### src/rtl/hsv_core_issue_dispatch.sv
`default_nettype none
// ============================================================================
// Module   : hsv_core_issue_dispatch
// Brief    : In-order issue dispatcher with register scoreboard and per-port FIFOs
// Revision : 1.0
// ============================================================================
module hsv_core_issue_dispatch #(
  parameter int NUM_PORTS  = 5,
  parameter int DATA_W     = 64,
  parameter int FIFO_DEPTH = 2,
  parameter int NUM_REGS   = 32,
  localparam int REG_W  = $clog2(NUM_REGS),
  localparam int PORT_W = (NUM_PORTS > 1) ? $clog2(NUM_PORTS) : 1,
  localparam int CNT_W  = $clog2(FIFO_DEPTH) + 1
) (
  input  logic                        clk_core,
  input  logic                        rst_core,
  input  logic                        flush_req,
  output logic                        flush_ack,
  input  logic [DATA_W-1:0]           in_data,
  input  logic [PORT_W-1:0]           in_port,
  input  logic [REG_W-1:0]            in_rs1,
  input  logic [REG_W-1:0]            in_rs2,
  input  logic [REG_W-1:0]            in_rd,
  input  logic                        in_rs1_used,
  input  logic                        in_rs2_used,
  input  logic                        in_rd_used,
  input  logic                        valid_i,
  output logic                        ready_o,
  output logic [NUM_PORTS*DATA_W-1:0] out_data,
  output logic [NUM_PORTS-1:0]        out_valid,
  input  logic [NUM_PORTS-1:0]        out_ready,
  output logic [NUM_PORTS*CNT_W-1:0]  out_count,
  input  logic [NUM_REGS-1:0]         commit_mask,
  output logic                        err_bad_port
);

  localparam int PTR_W = $clog2(FIFO_DEPTH);

  logic [NUM_REGS-1:0]  pending_q, pending_d;
  logic [NUM_REGS-1:0]  eff_pending;
  logic [NUM_REGS-1:0]  set_vec;
  logic                 hazard;
  logic                 bad_port;
  logic                 sel_full;
  logic                 accept;
  logic [NUM_PORTS-1:0] full;
  logic [NUM_PORTS-1:0] push;
  logic [NUM_PORTS-1:0] pop;
  logic                 err_bad_port_q, err_bad_port_d;
  logic                 flush_ack_q, flush_ack_d;

  always_comb begin
    // Commits retiring this cycle release their registers immediately.
    eff_pending = pending_q & ~commit_mask;
    hazard      = (in_rs1_used & eff_pending[in_rs1])
                | (in_rs2_used & eff_pending[in_rs2])
                | (in_rd_used  & eff_pending[in_rd]);
    bad_port    = ({1'b0, in_port} >= (PORT_W+1)'(NUM_PORTS));

    sel_full = 1'b0;
    for (int p = 0; p < NUM_PORTS; p++) begin
      if (in_port == PORT_W'(p)) sel_full = full[p];
    end

    ready_o = ~flush_req & ~hazard & (bad_port | ~sel_full);
    accept  = valid_i & ready_o;

    push = '0;
    for (int p = 0; p < NUM_PORTS; p++) begin
      push[p] = accept & ~bad_port & (in_port == PORT_W'(p));
    end

    set_vec = '0;
    if (accept && !bad_port && in_rd_used && (in_rd != '0)) set_vec[in_rd] = 1'b1;

    pending_d    = flush_req ? '0 : ((pending_q & ~commit_mask) | set_vec);
    pending_d[0] = 1'b0;

    err_bad_port_d = accept & bad_port;
    flush_ack_d    = flush_req;
  end

  always_ff @(posedge clk_core) begin
    if (rst_core) begin
      pending_q      <= '0;
      err_bad_port_q <= 1'b0;
      flush_ack_q    <= 1'b1;
    end else begin
      pending_q      <= pending_d;
      err_bad_port_q <= err_bad_port_d;
      flush_ack_q    <= flush_ack_d;
    end
  end

  assign err_bad_port = err_bad_port_q;
  assign flush_ack    = flush_ack_q;

  generate
    for (genvar gp = 0; gp < NUM_PORTS; gp++) begin : g_port
      logic [DATA_W-1:0] mem_q [FIFO_DEPTH];
      logic [DATA_W-1:0] mem_d [FIFO_DEPTH];
      logic [PTR_W-1:0]  wr_ptr_q, wr_ptr_d;
      logic [PTR_W-1:0]  rd_ptr_q, rd_ptr_d;
      logic [CNT_W-1:0]  count_q, count_d;

      assign full[gp]      = (count_q == CNT_W'(FIFO_DEPTH));
      assign out_valid[gp] = (count_q != '0);
      assign pop[gp]       = out_valid[gp] & out_ready[gp];
      assign out_data[gp*DATA_W +: DATA_W] = mem_q[rd_ptr_q];
      assign out_count[gp*CNT_W +: CNT_W]  = count_q;

      always_comb begin
        mem_d    = mem_q;
        wr_ptr_d = wr_ptr_q;
        rd_ptr_d = rd_ptr_q;
        count_d  = count_q;
        if (flush_req) begin
          wr_ptr_d = '0;
          rd_ptr_d = '0;
          count_d  = '0;
        end else begin
          if (push[gp]) begin
            mem_d[wr_ptr_q] = in_data;
            wr_ptr_d        = wr_ptr_q + PTR_W'(1);
          end
          if (pop[gp]) rd_ptr_d = rd_ptr_q + PTR_W'(1);
          count_d = count_q + CNT_W'(push[gp]) - CNT_W'(pop[gp]);
        end
      end

      always_ff @(posedge clk_core) begin
        if (rst_core) begin
          wr_ptr_q <= '0;
          rd_ptr_q <= '0;
          count_q  <= '0;
        end else begin
          wr_ptr_q <= wr_ptr_d;
          rd_ptr_q <= rd_ptr_d;
          count_q  <= count_d;
        end
      end

      // Payload storage carries no reset; contents are only visible when valid.
      always_ff @(posedge clk_core) begin
        mem_q <= mem_d;
      end
    end
  endgenerate

endmodule
`default_nettype wire

### config.mk
export PLATFORM = sky130hd
export DESIGN_NAME = hsv_core_issue_dispatch
export DESIGN_NICKNAME = d
export VERILOG_FILES = /design/src/rtl/hsv_core_issue_dispatch.sv
export SDC_FILE = /design/constraint.sdc
export NUM_CORES = 1
export LEC_CHECK = 0
export ABC_AREA = 1
export BUFFER_PORTS_ARGS = -buffer_cell sky130_fd_sc_hd__buf_2
export CORE_MARGIN = 5
export CORE_UTILIZATION = 56
export DETAILED_ROUTE_END_ITERATION = 6
export HOLD_SLACK_MARGIN = 0.08
export PLACE_DENSITY = 0.81
export SLEW_MARGIN = 15
export SYNTH_ARGS = -nofsm -noshare
export SYNTH_HDL_FRONTEND = slang
export SYNTH_SLANG_ARGS = --single-unit
### constraint.sdc
create_clock -name clk_core -period 7.7 [get_ports clk_core]
set_clock_uncertainty 0.05 [all_clocks]
set_input_delay 1.54 -clock clk_core [delete_from_list [all_inputs] [get_ports clk_core]]
set_output_delay 1.54 -clock clk_core [all_outputs]
set_load 0.005 [all_outputs]
; Word level (Yosys, flattened, before mapping)
; Cells that the tools add are included.
[word_totals]
regBits = 694
in_bits = 126
output_inout_bits = 338
wordCells = 183
[op_classes]
n_addsub = 20
n_lt_le_gt_ge = 20
eq_ne = 9
muxes = 44
bitwise = 38
reduce_logical = 23
[op_table]
columns = cell, count
row1 = two-way mux 64 bit, 20
row2 = bitwise mux 128 bit, 5
row3 = demux 64 bit (select 1 bit), 5
row4 = bitwise AND 32 bit, 1
row5 = two-way mux 32 bit, 1
row6 = NOT 32 bit, 1
row7 = OR 32 bit, 1
row8 = ">= comparator 2 bit, second input constant", 10
row9 = NOT 1 -> 2 bit, 10
row10 = bitwise AND 1 bit, 18
row11 = "< comparator 5 x 6 -> 1 bit, second input constant", 3
row12 = binary-select mux 1 bit (select 5 bit), 3
row13 = "adder 1 bit, second input constant", 10
row14 = adder 2 x 1 -> 2 bit, 5
row15 = "equality test 2 bit, second input constant", 5
row16 = "< comparator 2 x 1 -> 1 bit, second input constant", 5
row17 = AND reduction 2 bit, 5
row18 = nonzero test 2 bit, 5
row19 = subtractor 2 x 1 -> 2 bit, 5
row20 = logical AND 1 bit, 9
row21 = two-way mux 1 bit, 9
row22 = "equality test 3 x 2 -> 1 bit, second input constant", 2
row23 = demux 1 bit (select 5 bit), 1
row24 = ">= comparator 5 x 1 -> 1 bit, second input constant", 1
row25 = other kinds (9), 14

; Longest topological paths before layout
[depth]
ltp_word = 16
depth_mapped = 19
mapped_depth_nobuf = 18

; Worst setup path before layout
; No wires, ideal clock.
[synth_timing]
path_kind = input port to flip-flop
from = input in_rs2[0]
to = register g_port[3].mem_q[0] (netlist name) (enable)
setup_ns = 0.488
arrival_ns = 5.637
t_required_ns = 7.162
slack_ns = 1.525
path_stages = 14
n_path_buf = 3
path_cell_list = clkbuf_2 -> inv_1 -> buf_2 -> o21ai_0 -> nand3_1 -> nand3_1 -> nand2_1 -> nand2_1 -> nand3_1 -> nand2_1 -> nor2_4 -> buf_4 -> nand3_1 -> nor2_1
[synth_between]
elab_chain_cells = 12
[synth_rtl]
columns = element, line
row1 = start: declaration, 23  ; input logic [REG_W-1:0] in_rs2,
row2 = binary-select mux 1 bit (select 5 bit), 57  ; | (in_rs2_used & eff_pending[in_rs2])
row3 = two-way mux 1 bit (implied by the code), 57
row4 = bitwise AND 1 bit, 57
row5 = OR 1 bit, 57
row6 = OR 1 bit, 58  ; | (in_rd_used & eff_pending[in_rd]);
row7 = NOT 1 bit, 66  ; ready_o = ~flush_req & ~hazard & (bad_port | ~sel_full);
row8 = bitwise AND 1 bit (2 in a row), 66
row9 = bitwise AND 1 bit, 67  ; accept = valid_i & ready_o;
row10 = bitwise AND 1 bit (2 in a row), 71  ; push[p] = accept & ~bad_port & (in_port == PORT_W'(p));
row11 = AND reduction 2 bit (no line), --
row12 = end signal: assignment, 146  ; mem_q <= mem_d;
row13 = end: declaration, 101  ; logic [DATA_W-1:0] mem_q [FIFO_DEPTH];
; No other way between the ends. The select of a mux whose other input is x is not followed.
; A chain may end at the register's enable or synchronous reset.

; Worst setup path after layout
[layout_timing]
from = input in_rs2[0]
to = output ready_o
[layout_between]
elab_chain_cells = 8
[layout_rtl]
columns = element, line
row1 = binary-select mux 1 bit (select 5 bit), 57
row2 = two-way mux 1 bit (implied by the code), 57
row3 = bitwise AND 1 bit, 57
row4 = OR 1 bit, 57
row5 = OR 1 bit, 58
row6 = NOT 1 bit, 66
row7 = bitwise AND 1 bit (2 in a row), 66
row8 = end: declaration, 29  ; output logic ready_o,
; No other way between the ends. The select of a mux whose other input is x is not followed.

==> out/qor.yml <==
outcome:
  status: "finished, final reports clean"
drt:
  drc: 0
  wl_per_cell_um: 23.70
  num_vias: 19430
  first_pass_iters: 6
  ant_nets: 0
  wirelength_mm: 81.27
  vias_per_cell: 5.665
  drt_iter0_drc: 2313
global_route:
  antenna_found_initial: 9
  grt_overflow: 0
  grt_max_degree: 66
  grt_pass1_wl_mm: 119.6
  grt_pass1_vias: 19490
  grtUsageTotal_pct: 30.35
timing:
  hold_viol: 0
  rsz0062_at_grt: "no"
  setup_viol: 0
  worst_pin_slew_ns: 1.179
  hold_ws_ns: 0.4493
  slew_violations: 0
  slew_headroom_pct: 21.39
  fmax_mhz: 189.4
  period_share_pct: 68.55
  worst_slack_ns: 2.421
  min_period_ns: 5.279
  tns_ns: 0
synth:
  synthFlopType: "edfxtp_1"
  ys_seq_elements: 693
  yosys.area_share.simple_pct: 19.88
  synth_adder_area_share_pct: 0.2806
  synth.yosys.warnings: 0
  syn_inst: 2300
  synth.most_common_cell: "nand2_1"
  synth_edf_count: 640
  synth_mux_area_share_pct: 0
  yosysTopAreaCell: "edfxtp_1"
  yosysUniqueCellTypes: 28
  async_reset_ff_share_pct: 0
  synth_top_family_by_area: "simple AND/OR/NAND/NOR gates"
  synth_xor_xnor_area_share_pct: 0.1637
  synthTopCellsByArea: "edfxtp_1, nand2_1, dfxtp_1, nand3_1, inv_1"
  netlist.area_leader.share_pct: 71.84
  syn_avg_cell_area_um2: 11.63
  synth.net_count: 2432
  syn-cell-area_um2: 26750
  yosysSeqAreaShare_pct: 75.80
  synth_common_cells: "nand2_1, edfxtp_1, nand3_1, inv_1, nor2_1"
  synth_compound_area_share_pct: 1.118
critical_path:
  cpMaxStageDelayCell: "buf_4"
  reg2reg_setup_slack_ns: 3.92
  cp-startpoint: "in_rs2[0]"
  worstPathRequired_ns: 6.11
  r2r_cells: 15
  crit_path_end_kind: "output pin"
  worstSetupStartpointType: "primary input"
  max_stage_delay_ns: 0.41
  path_cells: "buf_2 > inv_1 > nand3_1 > nand3_1 > nand3_1 > nand3_1 > nand2_1 > nand2_1 > nand3_1 > nand2_1 > nor2_4 > buf_4 > buf_2"
  cp_common_cell: "nand3_1"
  crit_type: "primary input to output pin"
  worst_ep_arrival_time_ns: 3.69
  crit_fanout: 43
  r2r-start: "pending_q[1]"
  worstReg2RegEnd: "g_port[3].mem_q[62]"
floorplan:
  dieHeight_um: 228.6
  num_rows: 80
  initial_utilization_pct: 56.27
  boundaryPins: 464
  core-area_um2: 47550
  die_width_um: 228.6
  die_area_um2: 52240
min_path:
  holdPathStages: 1
  hold_start: "g_port[3].count_q[1]"
  hold_path_end: "g_port[3].count_q[1]"
  hold_class: "register to register"
clock_tree:
  clockBufferDepth: 3
  clkTransAtPathRegs_ns: 0.06
  cts_tree: "built"
  postCtsHoldBufs: 0
  cts_setup_buffers: 0
  numClockSinks: 693
  cts-buffers-inserted: 69
  h-tree-depth: 3
  cts-root-buf: "clkbuf_16"
  cts_resized: 0
  worstSkewPairLatency_ns: 0.58
place:
  place_congestion: 0.9583
  placement.io_buffers: 462
  dp_slack_ns: 2.119
  place_hpwl_mm: 48.64
  post_dp_cell_area_um2: 29780
finish:
  fill_cells: 3251
  final_cell_area_um2: 31970
  drive_gt1_share_pct: 21.87
  syn2layout_area_growth_pct: 19.50
  fin_nets: 2894
pwr:
  seqPwrFrac_pct: 54.0
  switching_power_uw: 1530
  power_leakage_uw: 0.01310
  clock_power_share_pct: 43.1
  power_frac_comb_pct: 2.9
  power.density_nw_per_um2: 239.2
  peakVddDrop_mv: 0.2317
  swShare_pct: 20.01
  intPower_uw: 6117
job:
  max_cap_viol_count: 0
## cell usage in the layout (no fill, tap or decap), types with 3 or more instances in the layout
master / instances
clkbuf_1: 7
dfxtp_1: 48
nand4_1: 38
buf_4: 20
or2_2: 5
edfxtp_1: 640
o21ai_0: 9
buf_2: 462
diode_2: 7
inv_1: 88
nand3_1: 109
bufinv_16: 9
dfxtp_2: 5
buf_12: 4
clkinv_2: 10
nor2_2: 3
ha_1: 6
nand2_1: 1099
clkinv_1: 16
nor2_1: 77
clkbuf_16: 69
nor2_4: 11
xnor2_1: 4
a21oi_1: 42
inv_2: 9
## power by group through the flow
| stage | Sequential [uW] | Clock [uW] | Combinational, uW |
|---|---|---|---|
| floorplan | 4210 | 0 | 83.1 |
| global placement | 4210 | 0 | 211 |
| detailed placement | 4210 | 0 | 217 |
| CTS | 4130 | 3310 | 218 |
| global route | 4120 | 3500 | 240 |
| finish | 4130 | 3300 | 222 |
## layout make-up
class | instances | area (um2) | area share, %
Clock inverter | 40 | 421.7 | 1.319
Clock buffer | 76 | 1753 | 5.483
Timing Repair Buffer | 486 | 2542 | 7.953
Tap cell | 615 | 769.5 | 2.407
Sequential cell | 693 | 20290 | 63.45
Multi-Input combinational cell | 1415 | 5816 | 18.19
Inverter | 97 | 364.1 | 1.139
Antenna cell | 7 | 17.52 | 0.05479
## worst max-delay path, delay by kind of cell
family / cells / cell delay (ns)
buffers and inverters: 4 / 1.28
and+or+nand+nor: 9 / 0.85
## state kept, by name, indices dropped and copies added (netlist names)
signal	cells
flush_ack	1
pending_q	31
g_port.mem_q	640
g_port.rd_ptr_q	5
err_bad_port	1
g_port.count_q	10
g_port.wr_ptr_q	5
## cells by family (layout without fill, tap and decap cells)
logic type               Yosys count  after routing
AND/OR/NAND/NOR                 1346           1346
other                              0              7
AO/OA/AOI/OAI                     58             58
flip-flops                       693            693
adder cells (fa/ha/maj)            6              6
XOR/XNOR                           5              5
buffers and inverters            192            699
## layer usage
layer	track usage, %	share of wire [%]
met5	0	0.042
met3	8.509	12
met2	50.77	49
met4	12.71	3.9
met1	37.57	36
## metrics by stage
stage	cells	power [uW]	utilization, %
floorplan	2300	4292	-
global placement	3306	4416	62.63
detailed placement	3306	4423	62.63
CTS	3422	7659	67.20
global route	3426	7860	67.22
finish	3429	7646	67.24
## how the worst max path moves through the flow
stage                                 to  cells past startpoint
finish                           ready_o                     13
global placement     g_port[3].mem_q[53]                     15
CTS                              ready_o                     13
global route                     ready_o                     13
detailed placement  g_port[3].mem_q[123]                     15
floorplan             g_port[3].mem_q[0]                     14
Note: power is estimated with default switching activity, not from simulation.
